<file path="src/rtl/keypad_pkg.sv">
// Shared types and key decode for the keypad scanner.
package keypad_pkg;

   typedef enum logic [1:0] {
      ST_SCAN     = 2'd0,
      ST_DEBOUNCE = 2'd1,
      ST_HELD     = 2'd2
   } state_e;

   localparam logic [3:0] KEY_STOP = 4'hE;
   localparam logic [3:0] KEY_RUN  = 4'hF;

   // Map a (row, col) position to the hex value printed on the key.
   function automatic logic [3:0] key_decode(input logic [1:0] row, input logic [1:0] col);
      logic [3:0] code;
      code = 4'h0;
      case ({row, col})
         4'h0: code = 4'h1;
         4'h1: code = 4'h2;
         4'h2: code = 4'h3;
         4'h3: code = 4'hA;
         4'h4: code = 4'h4;
         4'h5: code = 4'h5;
         4'h6: code = 4'h6;
         4'h7: code = 4'hB;
         4'h8: code = 4'h7;
         4'h9: code = 4'h8;
         4'hA: code = 4'h9;
         4'hB: code = 4'hC;
         4'hC: code = 4'hE;
         4'hD: code = 4'h0;
         4'hE: code = 4'hF;
         4'hF: code = 4'hD;
         default: code = 4'h0;
      endcase
      return code;
   endfunction

endpackage

</file>
<file path="src/rtl/keypad_digit_scan_sync.sv">
// Two-flop synchronizer; resets to all ones so idle pulled-up inputs read as released.
module sync_2ff #(
   parameter int WIDTH = 4
) (
   input  logic             clk,
   input  logic             reset_n,
   input  logic [WIDTH-1:0] din,
   output logic [WIDTH-1:0] dout
);

   logic [WIDTH-1:0] meta_q, meta_d;
   logic [WIDTH-1:0] sync_q, sync_d;

   // Next-state of the two synchronizer stages.
   always_comb begin
      meta_d = din;
      sync_d = meta_q;
   end

   // Synchronizer flops.
   always_ff @(posedge clk or negedge reset_n) begin
      if (!reset_n) begin
         meta_q <= '1;
         sync_q <= '1;
      end else begin
         meta_q <= meta_d;
         sync_q <= sync_d;
      end
   end

   assign dout = sync_q;

endmodule

</file>
<file path="src/rtl/keypad_digit_scan.sv">
// 4x4 keypad scanner: column scan, press/release debounce and key decode
// into digit/load/en for the stepper driver.
//
// state       | meaning
// ------------+---------------------------------------------------------
// ST_SCAN     | rotate columns, look for exactly one low row
// ST_DEBOUNCE | column frozen, count consecutive matches of the candidate
// ST_HELD     | key acted on, column frozen, count consecutive all-high samples
module keypad_digit_scan
   import keypad_pkg::*;
#(
   parameter int SCAN_DIV       = 1024,
   parameter int DEBOUNCE_SCANS = 8
) (
   input  logic       clk,
   input  logic       reset_n,
   input  logic [3:0] rows,
   output logic [3:0] cols,
   output logic [3:0] digit,
   output logic       load,
   output logic       en
);

   localparam int DW = (SCAN_DIV > 1) ? $clog2(SCAN_DIV) : 1;
   localparam int CW = $clog2(DEBOUNCE_SCANS + 1);
   localparam logic [DW-1:0] DWELL_LAST = DW'(SCAN_DIV - 1);
   localparam logic [CW-1:0] CNT_DONE   = CW'(DEBOUNCE_SCANS);

   logic [3:0]    rows_sync;
   state_e        state_q, state_d;
   logic [1:0]    col_q, col_d;
   logic [DW-1:0] dwell_q, dwell_d;
   logic [CW-1:0] match_q, match_d;
   logic [CW-1:0] rel_q, rel_d;
   logic [1:0]    cand_row_q, cand_row_d;
   logic [3:0]    digit_q, digit_d;
   logic          load_q, load_d;
   logic          en_q, en_d;

   logic [3:0]    row_low;
   logic          one_low;
   logic [1:0]    row_idx;
   logic          sample;
   logic          cand_match;
   logic [CW-1:0] match_inc;
   logic [CW-1:0] rel_inc;
   logic [3:0]    code;

   sync_2ff #(.WIDTH(4)) u_rows_sync (
      .clk     (clk),
      .reset_n (reset_n),
      .din     (rows),
      .dout    (rows_sync)
   );

   // Classify the synced rows: which single row (if any) is pulled low.
   always_comb begin
      row_low = ~rows_sync;
      one_low = 1'b0;
      row_idx = 2'd0;
      case (row_low)
         4'b0001: begin one_low = 1'b1; row_idx = 2'd0; end
         4'b0010: begin one_low = 1'b1; row_idx = 2'd1; end
         4'b0100: begin one_low = 1'b1; row_idx = 2'd2; end
         4'b1000: begin one_low = 1'b1; row_idx = 2'd3; end
         default: begin one_low = 1'b0; row_idx = 2'd0; end
      endcase
   end

   // FSM, dwell/debounce counters and key actions.
   always_comb begin
      state_d    = state_q;
      col_d      = col_q;
      match_d    = match_q;
      rel_d      = rel_q;
      cand_row_d = cand_row_q;
      digit_d    = digit_q;
      load_d     = 1'b0;
      en_d       = en_q;

      // Column changes only happen at the sample point, so the free-running
      // wrap also restarts the dwell on every column change.
      sample     = (dwell_q == DWELL_LAST);
      dwell_d    = sample ? '0 : dwell_q + DW'(1);
      cand_match = (row_low == (4'b0001 << cand_row_q));
      match_inc  = match_q + CW'(1);
      rel_inc    = rel_q + CW'(1);
      code       = key_decode(cand_row_q, col_q);

      case (state_q)
         ST_SCAN: begin
            if (sample) begin
               if (one_low) begin
                  cand_row_d = row_idx;
                  match_d    = '0;
                  rel_d      = '0;
                  state_d    = ST_DEBOUNCE;
               end else begin
                  col_d = col_q + 2'd1;
               end
            end
         end
         ST_DEBOUNCE: begin
            if (sample) begin
               if (cand_match) begin
                  if (match_inc == CNT_DONE) begin
                     if (code <= 4'd9) begin
                        digit_d = code;
                        load_d  = 1'b1;
                     end else if (code == KEY_STOP) begin
                        en_d = 1'b0;
                     end else if (code == KEY_RUN) begin
                        en_d = 1'b1;
                     end
                     match_d = '0;
                     rel_d   = '0;
                     state_d = ST_HELD;
                  end else begin
                     match_d = match_inc;
                  end
               end else begin
                  match_d = '0;
                  rel_d   = '0;
                  col_d   = col_q + 2'd1;
                  state_d = ST_SCAN;
               end
            end
         end
         ST_HELD: begin
            if (sample) begin
               if (row_low == 4'b0000) begin
                  if (rel_inc == CNT_DONE) begin
                     match_d = '0;
                     rel_d   = '0;
                     col_d   = col_q + 2'd1;
                     state_d = ST_SCAN;
                  end else begin
                     rel_d = rel_inc;
                  end
               end else begin
                  rel_d = '0;
               end
            end
         end
         default: begin
            match_d = '0;
            rel_d   = '0;
            state_d = ST_SCAN;
         end
      endcase
   end

   // State and output registers.
   always_ff @(posedge clk or negedge reset_n) begin
      if (!reset_n) begin
         state_q    <= ST_SCAN;
         col_q      <= 2'd0;
         dwell_q    <= '0;
         match_q    <= '0;
         rel_q      <= '0;
         cand_row_q <= 2'd0;
         digit_q    <= 4'd0;
         load_q     <= 1'b0;
         en_q       <= 1'b0;
      end else begin
         state_q    <= state_d;
         col_q      <= col_d;
         dwell_q    <= dwell_d;
         match_q    <= match_d;
         rel_q      <= rel_d;
         cand_row_q <= cand_row_d;
         digit_q    <= digit_d;
         load_q     <= load_d;
         en_q       <= en_d;
      end
   end

   assign cols  = ~(4'b0001 << col_q);
   assign digit = digit_q;
   assign load  = load_q;
   assign en    = en_q;

endmodule
</file>
<file path="config.mk">
export PLATFORM = sky130hd
export DESIGN_NAME = keypad_digit_scan
export DESIGN_NICKNAME = d
export VERILOG_FILES = /design/src/rtl/keypad_pkg.sv /design/src/rtl/keypad_digit_scan_sync.sv /design/src/rtl/keypad_digit_scan.sv
export SDC_FILE = /design/constraint.sdc
export NUM_CORES = 1
export LEC_CHECK = 0
export CAP_MARGIN = 10
export CELL_PAD_IN_SITES_DETAIL_PLACEMENT = 0
export CELL_PAD_IN_SITES_GLOBAL_PLACEMENT = 1
export CORE_UTILIZATION = 49
export DETAILED_ROUTE_END_ITERATION = 8
export GPL_TIMING_DRIVEN = 0
export HOLD_SLACK_MARGIN = 0.06
export PLACE_DENSITY = 0.86
export SLEW_MARGIN = 5
export SYNTH_ARGS = -nofsm -noshare
export SYNTH_HDL_FRONTEND = slang
export SYNTH_SLANG_ARGS = --single-unit
</file>
<file path="constraint.sdc">
create_clock -name clk -period 4.9 [get_ports clk]
set_clock_uncertainty 0.2 [all_clocks]
set_input_delay 0.98 -clock clk [delete_from_list [all_inputs] [get_ports clk]]
set_output_delay 0.98 -clock clk [all_outputs]
set_load 0.005 [all_outputs]
</file>
==> impl_metrics.csv, run 1 <==
group,metric,value,unit
run_status,outcome,"complete, no violations",
timing,slew_violations,0,
route,drc_errors,0,
die,start_util,0.5248,
cts,cts.clk_slew.worst_paths,70,ps
worst_setup_path,crit_fanout,7,
grt,grt_max_degree,39,
cts,postCtsSetupRepairBufs,0,
synthesis,synth_top_area_share,0.3501,
route,wl,4198,um
timing,post-route-period-util,0.5835,
route,first_pass_iters,5,
cts,clk_latency,300,ps
synthesis,yosysSeqAreaShare,0.4481,
synthesis,ys.flop_type,"dfrtp_1",
timing,fmax,0.3498,GHz
synthesis,yosys.area.top_type,"dfrtp_1",
synthesis,async_flop_share,1.000,
placement,place_ws,2263,ps
die,core-area,4086,um2
timing,setup_viol,0,
timing,period_needed,2859,ps
die,rows,23,
route,drt_iter0_markers,82,
power,p_seq_frac,0.566,
synthesis,synthesis.area,2145,um2
die,die_h,68.16,um
grt,antenna_found_initial,0,
power,power_frac_comb,0.041,
layout,fin_area,2447,um2
grt,overflow,0,
timing,relSlewSlack,0.4517,
power,p_int,0.4406,mW
power,clockPowerShare,0.394,
synthesis,synth-seq-cells,38,
route,vias,1624,
cts,clockRootBuffer,"clkbuf_8",
route,wl_per_cell,15.16,um
placement,dp.final_hpwl,2977,um
grt,grt_use_total,0.2179,
layout,syn2layout_area_growth,14.12,%
layout,antennaDiodeCount,0,
die,ios,16,
layout,layout-drive-gt1-share,0.1630,
worst_setup_path,endpoint_kind,"primary output",
timing,worstMarginPinSlew,822.4,ps
synthesis,synth_nets,219,
timing,fin_ws,2041,ps
route,ant_nets,0,
grt,grt_pass1_wl,7327,um
cts,cts_sinks,38,
power,p_leak,1.047,nW
synthesis,synth_area_leaders,"dfrtp_1 (35%), dfstp_2 (9.8%), ha_1 (5.3%)",
layout,fin_nets,241,
cts,hold_buffers,0,
cts,cts_buffers,5,
placement,place_area,2352,um2
placement,gp_congestion,0.7614,
power,max-vdd-ir-drop,0.2034,mV
worst_setup_path,start_kind,"register",
synthesis,avgSynthCellArea,10.51,um2
die,fp.dieArea,4645,um2
timing,fin_tns_setup,0,ps
worst_setup_path,worstSetupPathType,"register to primary output",
power,power,0.5676,mW
synthesis,synth_edf_count,0,
cts,ctsResizeCount,0,
cts,h-tree-depth,2,
timing,hold_violations,0,
job,maxCapViolCount,0,
grt,grt_pass1_vias,1644,
worst_setup_path,cp.arrival,1680,ps
route,drt-vias-per-instance,5.863,
timing,rsz0062_at_grt,"false",
worst_setup_path,cp.required,3720,ps
cts,clock_path_buffers,2,
cts,cts_tree,"yes",
die,die_w,68.16,um
hold_path,hp-class,"register to register",
synthesis,post_synth_num_cell_types,62,
synthesis,synthCells,204,
placement,port-buffer-count,15,
power,cellPowerDensity,231.9,nW/um2
power,swShare,0.2239,
layout,n_fill_cell,344,
power,netSwitchingPower,0.1271,mW
synthesis,synth_warnings,0,
worst max-delay path: stages (launching register included):
cell and delay [ps]:
dfrtp_1 450, inv_1 150, ha_1 230, inv_1 70
clkdlybuf4s50_1 490
worst paths after layout:
check                                           start             endpoint  slack, ps  depth (start not counted)
worst max-delay path                         col_q[0]              cols[0]       2040                          4
worst min-delay path            u_rows_sync.meta_q[3]  u_rows_sync.dout[3]        160                          0
worst max register to register               col_q[0]             digit[0]       2290                          7
worst min register to register  u_rows_sync.meta_q[3]  u_rows_sync.dout[3]        160                          0
max in group asynchronous                     reset_n             col_q[1]       3400                          1
min in group asynchronous                     reset_n             digit[1]        570                          1
routing by layer:
metal / up-vias / part of all wire / global-route usage
li1: 779 / - / -
met1: 798 / 0.46 / 0.2643
met2: 38 / 0.48 / 0.3566
met3: 9 / 0.040 / 0.05000
met4: 0 / 0.020 / 0.1172
met5: - / 0 / 0
cells in the mapped netlist (2+ instances only):
library cell  count
xnor2_1           4
buf_2             2
o21a_1            2
a31oi_1           3
nand3_1           9
xor2_1            6
buf_6             2
ha_1              9
o211ai_1          2
a21oi_1           7
o21ai_0           3
clkbuf_2          2
dfrtp_1          30
nand2b_1          4
inv_1            14
nand3b_1          2
nand2_1          20
nor3_1            4
nor2_1           11
or3_1             3
and4b_1           2
mux2i_1           6
a211o_1           2
a2bb2oi_1         4
mux2_1            2
nand4_1           4
and2_1            2
a211oi_1          2
dfstp_2           8
cells in the final DEF, fill, tap and decap left out, drive strengths merged, types with 6 or more instances in the layout:
cell type	count
a21oi	7
clkbuf	8
clkdlybuf4s50	14
dfrtp	30
dfstp	8
ha	9
inv	14
mux2i	6
nand2	21
nand3	9
nor2	11
nor3	6
xor2	6
power groups by stage:
stage               clock (mW)  combinational, mW  sequential (mW)
floorplan                    0             0.0112            0.326
detailed placement           0             0.0235            0.327
finish                   0.223             0.0232            0.321
global route             0.242             0.0261            0.321
CTS                      0.232             0.0235            0.321
global placement             0             0.0228            0.327
registers in the layout, summed over array words and instances (netlist names):
| signal | cells |
|---|---|
| dwell_q | 10 |
| digit | 4 |
| match_q | 4 |
| rel_q | 4 |
| u_rows_sync.dout | 4 |
| u_rows_sync.meta_q | 4 |
| cand_row_q | 2 |
| col_q | 2 |
| state_q | 2 |
| en | 1 |
| load | 1 |
layout make-up:
class	instances	area, um2	area share
Inverter	14	52.55	0.02147
Sequential cell	38	960.9	0.3926
Tap cell	50	62.56	0.02556
Buffer	6	42.54	0.01738
Clock buffer	6	82.58	0.03374
Timing Repair Buffer	15	145.1	0.05930
Multi-Input combinational cell	146	1089	0.4448
Clock inverter	2	12.51	0.005112
metrics by stage:
| stage | utilization | instances | hold slack, ps |
|---|---|---|---|
| 6_report | 0.5989 | 277 | 156.2 |
| 5_1_grt | 0.5989 | 277 | 160.0 |
| 4_1_cts | 0.5989 | 277 | 157.8 |
| 3_5_place_dp | 0.5756 | 269 | 146.8 |
| 3_3_place_gp | 0.5769 | 269 | 146.0 |
| 2_1_floorplan | - | 204 | 145.2 |
cells by family after synthesis:
family,Yosys count,share of synthesized area
flip-flops,38,0.4481
XOR/XNOR,10,0.04084
buffers and inverters,20,0.04434
multiplexers,11,0.06126
AND/OR/NAND/NOR,76,0.2106
adder cells (fa/ha/maj),9,0.05251
AO/OA/AOI/OAI,40,0.1424
(Power assumes the default switching activity.)
==> run 2: changes to the inputs <==
--- a/config.mk
+++ b/config.mk
@@ -8,11 +8,11 @@
 export CAP_MARGIN = 10
 export CELL_PAD_IN_SITES_DETAIL_PLACEMENT = 0
 export CELL_PAD_IN_SITES_GLOBAL_PLACEMENT = 1
-export CORE_UTILIZATION = 49
+export CORE_UTILIZATION = 41
 export DETAILED_ROUTE_END_ITERATION = 8
 export GPL_TIMING_DRIVEN = 0
 export HOLD_SLACK_MARGIN = 0.06
-export PLACE_DENSITY = 0.86
+export PLACE_DENSITY = 0.77
 export SLEW_MARGIN = 5
 export SYNTH_ARGS = -nofsm -noshare
 export SYNTH_HDL_FRONTEND = slang
==> constraint.sdc (replaced) <==
create_clock -name clk -period 2.5 [get_ports clk]
set_clock_uncertainty 0.2 [all_clocks]
set_input_delay 0.5 -clock clk [delete_from_list [all_inputs] [get_ports clk]]
set_output_delay 0.5 -clock clk [all_outputs]
set_load 0.005 [all_outputs]
==> run 2 against run 1 <==
Net effect: cell count rose by 7.2%; power rose by 90%; worst setup slack got worse by 1900 ps; clock power rose by 81%; non-clock buffer count rose by 3; clock-buffer cell count did not move; sequential share of layout area fell by 0.63 points; routed wire length fell by 12%; critical path depth rose by 3; flip-flop and latch count did not move; hold slack got worse by 55 ps; largest cell class unchanged; highest routed layer unchanged.
==> impl_metrics.csv, run 2 (same netlist as run 1, synthesis figures left out) <==
group,metric,value,unit
cts,clk_latency,290,ps
timing,relSlewSlack,0.4509,
cts,cts_buffers,5,
layout,largest_reg_flops,10,
grt,antenna_found_initial,0,
layout,antennaDiodeCount,0,
worst_setup_path,rrSetupSlack,120,ps
cts,cts.clk_slew.worst_paths,70,ps
cts,clockRootBuffer,"clkbuf_8",
worst_setup_path,endpoint_kind,"register",
timing,post-route-period-util,0.9509,
layout,fin_area,2494,um2
cts,h-tree-depth,2,
grt,grt_pass1_vias,1549,
route,vias,1561,
timing,hold_violations,0,
cts,cts_sinks,38,
run_status,outcome,"complete, no violations",
placement,place_area,2374,um2
placement,port-buffer-count,15,
timing,period_needed,2377,ps
timing,fmax,0.4207,GHz
layout,finish.utilization,0.5110,
placement,dp.final_hpwl,2634,um
route,first_pass_iters,4,
worst_setup_path,worstSetupStartpoint,"col_q[1]",
power,p_leak,1.059,nW
cts,cts_tree,"yes",
worst_setup_path,worstSetupPathType,"register to register",
cts,hold_buffers,0,
timing,slew_violations,0,
power,max-vdd-ir-drop,0.3160,mV
timing,worstMarginPinSlew,823.7,ps
die,ios,16,
die,die_h,74.33,um
route,drt-vias-per-instance,5.256,
layout,register_area,963.4,um2
layout,final_cell_mix,"dfrtp_1 (28), nand2_1 (20), clkdlybuf4s50_1 (14), inv_1 (12), nor2_1 (11)",
route,ant_nets,0,
placement,place_inst,286,
worst_setup_path,timing.rr.start,"col_q[1]",
worst_setup_path,crit_fanout,5,
placement,gp_congestion,0.8035,
worst_setup_path,cp.required,2480,ps
die,core-area,4880,um2
route,drc_errors,0,
die,fp.dieArea,5524,um2
power,cellPowerDensity,432.0,nW/um2
job,maxCapViolCount,0,
layout,n_fill_cell,485,
worst_setup_path,cp.arrival,2350,ps
timing,setup_viol,0,
grt,overflow,0,
layout,syn2layout_area_growth,16.28,%
die,die_w,74.33,um
grt,grt_max_degree,39,
worst_setup_path,reg2reg_to,"en",
route,wl_per_cell,12.49,um
die,start_util,0.4395,
grt,grt_pass1_wl,6824,um
grt,grt_use_total,0.1645,
layout,layout-drive-gt1-share,0.1957,
route,drt_iter0_markers,53,
route,wl,3710,um
timing,rsz0062_at_grt,"false",
worst_setup_path,crit_end,"en",
worst_setup_path,start_kind,"register",
worst_setup_path,reg2regPathDepth,7,
layout,final_cells,297,
cts,clock_path_buffers,2,
layout,multi_input_area,1101,um2
hold_path,hp-class,"primary input to async pin",
layout,fin_nets,244,
layout,regMostFlops,"dwell_q",
die,rows,25,
layout,mostFrequentLayoutCell,"dfrtp_1",
[run 2: changes by cell type in the layout (fill, tap and decap cells not counted), moves of 2 or more]
cell	change
buf_4	+3
dfrtp_1	-2
dfrtp_2	+2
inv_1	-2
inv_2	+2
[run 2: per-layer routing]
layer  wire, um  vias to the layer above  global-route usage
li1           -                      787                   -
met1       1774                      746              0.2157
met2       1769                       21              0.2606
met3        105                        7             0.04065
met4         60                        0             0.06918
met5          0                        -                   0
[run 2: stage by stage]
step	total power, mW	setup TNS (ps)	worst slack [ps]	hold WS, ps
after floorplan	0.6619	0	121.4	4.409
after global placement	0.6861	-5799	-193.4	145.6
after detailed placement	0.6858	-98.29	-86.23	146.8
after CTS	1.094	0	6.050	142.0
after global routing	1.129	0	11.38	164.9
final	1.077	0	122.9	101.4
[run 2: worst min-delay path by stage]
| stage | cells past startpoint | slack, ps | end | startpoint |
|---|---|---|---|---|
| floorplan | 0 | 4 | cand_row_q[0] | reset_n |
| detailed placement | 0 | 150 | u_rows_sync.dout[2] | u_rows_sync.meta_q[2] |
| global route | 0 | 160 | u_rows_sync.dout[1] | u_rows_sync.meta_q[1] |
| global placement | 0 | 150 | u_rows_sync.dout[0] | u_rows_sync.meta_q[0] |
| CTS | 1 | 140 | rel_q[2] | reset_n |
| finish | 1 | 100 | digit[0] | reset_n |
[run 2: timing repair]
action	4_1_cts	5_1_grt
setup buffers	0	3
endpoints found under the setup margin	2	6
gates cloned	0	0
gates resized for setup	2	5
endpoints found under the hold margin	0	0
[run 2: power breakdown]
group	leakage, nW	internal [mW]	switching [mW]	total, mW
sequential	0.486	0.626	0.00279	0.629
clock	0.0450	0.193	0.211	0.404
combinational	0.529	0.0159	0.0286	0.0445
[run 2: worst max-delay path, cell delays in order, from the launching register on]
cell	delay, ps
dfrtp_2	430
inv_2	80
ha_1	150
inv_1	50
mux4_2	500
or3_1	340
nor4_2	160
mux2_1	340
[run 2: cell type report]
cell class | instances | area share
Buffer | 6 | 0.01706
Clock buffer | 6 | 0.02910
Sequential cell | 38 | 0.3864
Timing Repair Buffer | 18 | 0.06724
Inverter | 14 | 0.02107
Multi-Input combinational cell | 146 | 0.4415
Tap cell | 67 | 0.03362
Clock inverter | 2 | 0.004014
==> patch 1: new RTL, config.mk and constraints of run 1 <==
Change the parameter `SCAN_DIV` from 1024 to 512.
--- a/src/rtl/keypad_digit_scan.sv
+++ b/src/rtl/keypad_digit_scan.sv
@@ -10,5 +10,5 @@
    import keypad_pkg::*;
 #(
-   parameter int SCAN_DIV       = 1024,
+   parameter int SCAN_DIV       = 512,
    parameter int DEBOUNCE_SCANS = 8
 ) (
Function: no difference found for any inputs over 10 cycles, from zero or initial values and one cycle with reset_n low; that may be too few to reach the edited logic, so the function may still have changed.
==> patch 1 against run 1 <==
Sequential share of layout area about the same; area after synthesis decreased by 3.7%; final cell count shrank 4.0%; largest power group unchanged; setup slack lost 0.062 ns; largest cell class unchanged; power up 5.3%; synthesized cell count is 5.4% lower; wire length shrank 3.9%; final area down 2.6%; global-route usage fell by 0.61 points; critical path depth is the same; via count shrank 3.9%; count of clock-buffer cells in the layout did not move; sequential cell count decreased by 1.
==> patch 1: results (changes against run 1) <==
* DP Wirelength at 2.93 mm (was 2.98 mm)
* Synth cell count leaders: dfrtp_1 (29), nor2_1 (12), ha_1 (11), inv_1 (11), nand3_1 (9) (was dfrtp_1 (30), nand2_1 (20), inv_1 (14))
* GRT Util Overall at 0.212 (was 0.218)
* Post-synthesis sequential area ratio at 0.453 (was 0.448)
* Routability cong. at 0.772 (was 0.761)
* DR iter-0 viols at 72 (was 82)
* Synth cell types at 54 (was 62)
* Sw Share at 0.209 (was 0.224)
* Global-route wire length before repair at 7.03 mm (was 7.33 mm)
* Worst path max stage delay at 0.51 ns (was 0.49 ns)
* Vias in the first global route at 1501 (was 1644)
* Fraction of layout cells with a size suffix above 1 at 0.190 (was 0.163)
* Via count at 1561 (was 1624)
* Later-pin clock latency in the skew report at 0.29 ns
* Status: finished, final reports clean (unchanged)
* Fillers at 357 (was 344)
* Synth Net Count at 210 (was 219)
* Wirelength per Cell at 15.2 um (about the same)
* Worst-case reg-to-reg path depth at 9 (was 7)
* Worst hold start: u_rows_sync.meta_q[1] (was u_rows_sync.meta_q[3])
* Nets at 232 (was 241)
* Largest net degree at the start of global routing at 38 (was 39)
* Top cells by area, synth: dfrtp_1 (35%), dfstp_2 (10%), ha_1 (6.7%) (was dfrtp_1 (35%), dfstp_2 (9.8%), ha_1 (5.3%))
* Slew headroom at 0.460 (was 0.452)
* Worst reg-to-reg setup slack at 2.19 ns (was 2.29 ns)
* Maximum vdd drop at 204 uV (was 203 uV)
* Antenna violations before repair at 0 (unchanged)
* Worst Path Arrival at 1.74 ns (was 1.68 ns)
[patch 1: critical path, delay by kind of cell (launching register included)]
| family | cells | cell delay, ns |
|---|---|---|
| flip-flops | 1 | 0.51 |
| adder cells (fa/ha/maj) | 1 | 0.24 |
| buffers and inverters | 3 | 0.69 |
[patch 1: kinds of logic (layout without fill, tap and decap cells)]
kind of cell	Yosys count	in the layout	synth area share
and+or+nand+nor	59	59	0.157
AOI/OAI and AO/OA	42	42	0.156
DFF	37	37	0.453
buffers and inverters	22	45	0.0509
muxes	15	15	0.0867
adders and majority gates	11	11	0.0667
xor gates and xnor gates	7	7	0.0297
[patch 1: power groups by stage]
stage,sequential (uW),clock (uW),combinational (uW)
6_report,312,264,22.1
5_1_grt,312,284,25.2
4_1_cts,312,272,22.5
3_5_place_dp,318,0,22.4
3_3_place_gp,318,0,22.2
2_1_floorplan,318,0,11.0
[patch 1: worst min-delay path by stage]
| stage | to | slack [ns] | depth (start not counted) |
|---|---|---|---|
| floorplan | u_rows_sync.dout[0] | 0.15 | 0 |
| global placement | u_rows_sync.dout[2] | 0.15 | 0 |
| detailed placement | u_rows_sync.dout[1] | 0.15 | 0 |
| CTS | u_rows_sync.dout[1] | 0.16 | 0 |
| global route | u_rows_sync.dout[3] | 0.16 | 0 |
| finish | u_rows_sync.dout[1] | 0.16 | 0 |
[patch 1: metal layers]
layer	vias up	part of all wire	GRT usage	routed length (um)
li1	740	-	-	-
met1	785	0.43	0.254	1740
met2	32	0.53	0.376	2130
met3	4	0.031	0.0462	124
met4	0	0.0082	0.0585	33
met5	-	0	0	0
[patch 1: layout make-up]
| class | count | area [um2] | area share |
|---|---|---|---|
| clock buffers | 6 | 72.6 | 0.0304 |
| repair buffers | 15 | 145 | 0.0609 |
| plain buffers | 10 | 60.1 | 0.0252 |
| flip-flops and latches | 37 | 936 | 0.393 |
| clock inverters | 2 | 38.8 | 0.0163 |
| inverters | 12 | 45.0 | 0.0189 |
| multi-input cells | 134 | 1020 | 0.429 |
| well taps | 50 | 62.6 | 0.0262 |
[patch 1: through the flow]
stage	hold slack [ns]	setup slack [ns]	instance area [um2]	instances
2_1_floorplan	0.145	2.57	2060	193
3_3_place_gp	0.147	1.87	2280	258
3_5_place_dp	0.147	2.22	2270	258
4_1_cts	0.158	1.96	2380	266
5_1_grt	0.161	1.85	2380	266
6_report	0.157	1.98	2380	266
==> patch 2: new RTL, settings of run 1 <==
Made on the original files. The 3 states of `state_e` get a one-hot encoding in 3 bits.
--- a/src/rtl/keypad_pkg.sv
+++ b/src/rtl/keypad_pkg.sv
@@ -2,8 +2,8 @@
 package keypad_pkg;
 
-   typedef enum logic [1:0] {
-      ST_SCAN     = 2'd0,
-      ST_DEBOUNCE = 2'd1,
-      ST_HELD     = 2'd2
+   typedef enum logic [2:0] {
+      ST_SCAN     = 3'b001,
+      ST_DEBOUNCE = 3'b010,
+      ST_HELD     = 3'b100
    } state_e;
 
Behaviour: same outputs for any inputs over 10 cycles, from zero or initial values and one cycle with reset_n low; not proved beyond that.
==> patch 2 against run 1 <==
Final area decreased by 0.87%; power increased by 8.1%; setup slack worse by 0.022 ns; worst hold slack better by 0.0012 ns; area after synthesis down 1.7%; clock power is 18% higher; wire length decreased by 9.0%; sequential cell count up 1; synthesized cell count decreased by 4.4%; critical endpoint unchanged; largest cell class unchanged.
==> patch 2: results (changes against run 1) <==
* Resized cells post-CTS at 0 (unchanged)
* DR iter-0 viols at 72 (was 82)
* Maximum vdd drop at 211 uV (was 203 uV)
* Post-synthesis sequential area ratio at 0.468 (was 0.448)
* Top cells by area, synth: dfrtp_1 (36%), dfstp_2 (11%), ha_1 (5.9%) (was dfrtp_1 (35%), dfstp_2 (9.8%), ha_1 (5.3%))
* Synth Area in XOR/XNOR at 0.0457 (was 0.0408)
* GRT Util Overall at 0.193 (was 0.218)
* Area taken by flip-flops and latches at 987 um2 (was 961 um2)
* Slew headroom at 0.429 (was 0.452)
* Synth cell types at 51 (was 62)
* DP Wirelength at 2.83 mm (was 2.98 mm)
* Synth cell count leaders: dfrtp_1 (30), nand2_1 (18), nand3_1 (12) (was dfrtp_1 (30), nand2_1 (20), inv_1 (14))
* Nets at 233 (was 241)
* Status: finished, final reports clean (unchanged)
* Post-Syn Instances at 195 (was 204)
* Largest net degree at the start of global routing at 40 (was 39)
* Final cell count without fillers at 268 (was 277)
* TritonRoute pass-1 iters at 4 (was 5)
* Placed cells at 260 (was 269)
* Via count at 1511 (was 1624)
* Fraction of layout cells with a size suffix above 1 at 0.156 (was 0.163)
* Leak at 0.000992 uW (was 0.00105 uW)
* Synth Net Count at 211 (was 219)
* Fillers at 337 (was 344)
* Top-area cell type share of the netlist area at 0.356 (was 0.350)
* Global-route wire length before repair at 6.49 mm (was 7.33 mm)
* Cell Area, Placed at 2320 um2 (was 2350 um2)
==> patch 2: cell count changes in the layout (fill, tap and decap cells not counted), sizes merged, moves of 3 or more <==
cell,before,now
nand2b,4,1
inv,14,9
o21ai,4,10
nand3,9,12
a31oi,4,0
==> patch 2: worst reg2reg max path: stages, from the launching register on <==
cell and delay [ns]:
dfrtp_1 0.46, inv_1 0.17, ha_1 0.18, inv_1 0.06, mux4_2 0.48, or3_1 0.34, nor4_2 0.18, mux2_1 0.34
==> patch 2: worst paths after layout <==
kind                                        from                   to  slack [ns]  depth (start not counted)
max in group asynchronous                reset_n           state_q[1]        3.37                          1
hold reg to reg            u_rows_sync.meta_q[2]  u_rows_sync.dout[2]        0.16                          0
setup reg to reg                        col_q[0]                   en        2.39                          7
hold / removal             u_rows_sync.meta_q[2]  u_rows_sync.dout[2]        0.16                          0
setup / recovery                        col_q[0]              cols[0]        2.02                          4
min in group asynchronous                reset_n             digit[2]        0.58                          1
==> patch 2: per-stage QoR <==
step           worst slack (ns)  hold slack [ns]
2_1_floorplan              2.54            0.145
3_3_place_gp               1.82            0.147
3_5_place_dp               2.32            0.147
4_1_cts                    2.01            0.158
5_1_grt                    1.91            0.164
6_report                   2.02            0.157
==> patch 2: area by class of cell <==
| cell class | count | area share |
|---|---|---|
| inverters | 9 | 0.0139 |
| plain buffers | 2 | 0.00516 |
| well taps | 50 | 0.0258 |
| clock buffers | 6 | 0.0299 |
| multi-input cells | 145 | 0.443 |
| repair buffers | 15 | 0.0598 |
| flip-flops and latches | 39 | 0.407 |
| clock inverters | 2 | 0.0155 |
==> patch 2: routing by layer <==
layer  track usage  share of wire  vias to the layer above
met5             0              0                        -
met4        0.0691          0.010                        0
met3        0.0557          0.031                        5
met2         0.316           0.47                       27
met1         0.240           0.48                      739
li1              -              -                      740
==> patch 2: cell families (layout without fill, tap and decap cells) <==
| group | after synthesis | after routing |
|---|---|---|
| XOR/XNOR | 11 | 11 |
| flip-flops | 39 | 39 |
| AO/OA/AOI/OAI | 38 | 38 |
| AND/OR/NAND/NOR | 73 | 73 |
| multiplexers | 13 | 13 |
| adder cells (fa/ha/maj) | 10 | 10 |
| buffers and inverters | 11 | 34 |
==> patch 2: where the power goes <==
group	internal [uW]	total, uW	switching (uW)	leakage (uW)
Clock	152	264	112	0.0000514
Sequential	328	331	3.52	0.000499
Combinational	6.69	18.2	11.5	0.000441
Total	486	614	127	0.000992
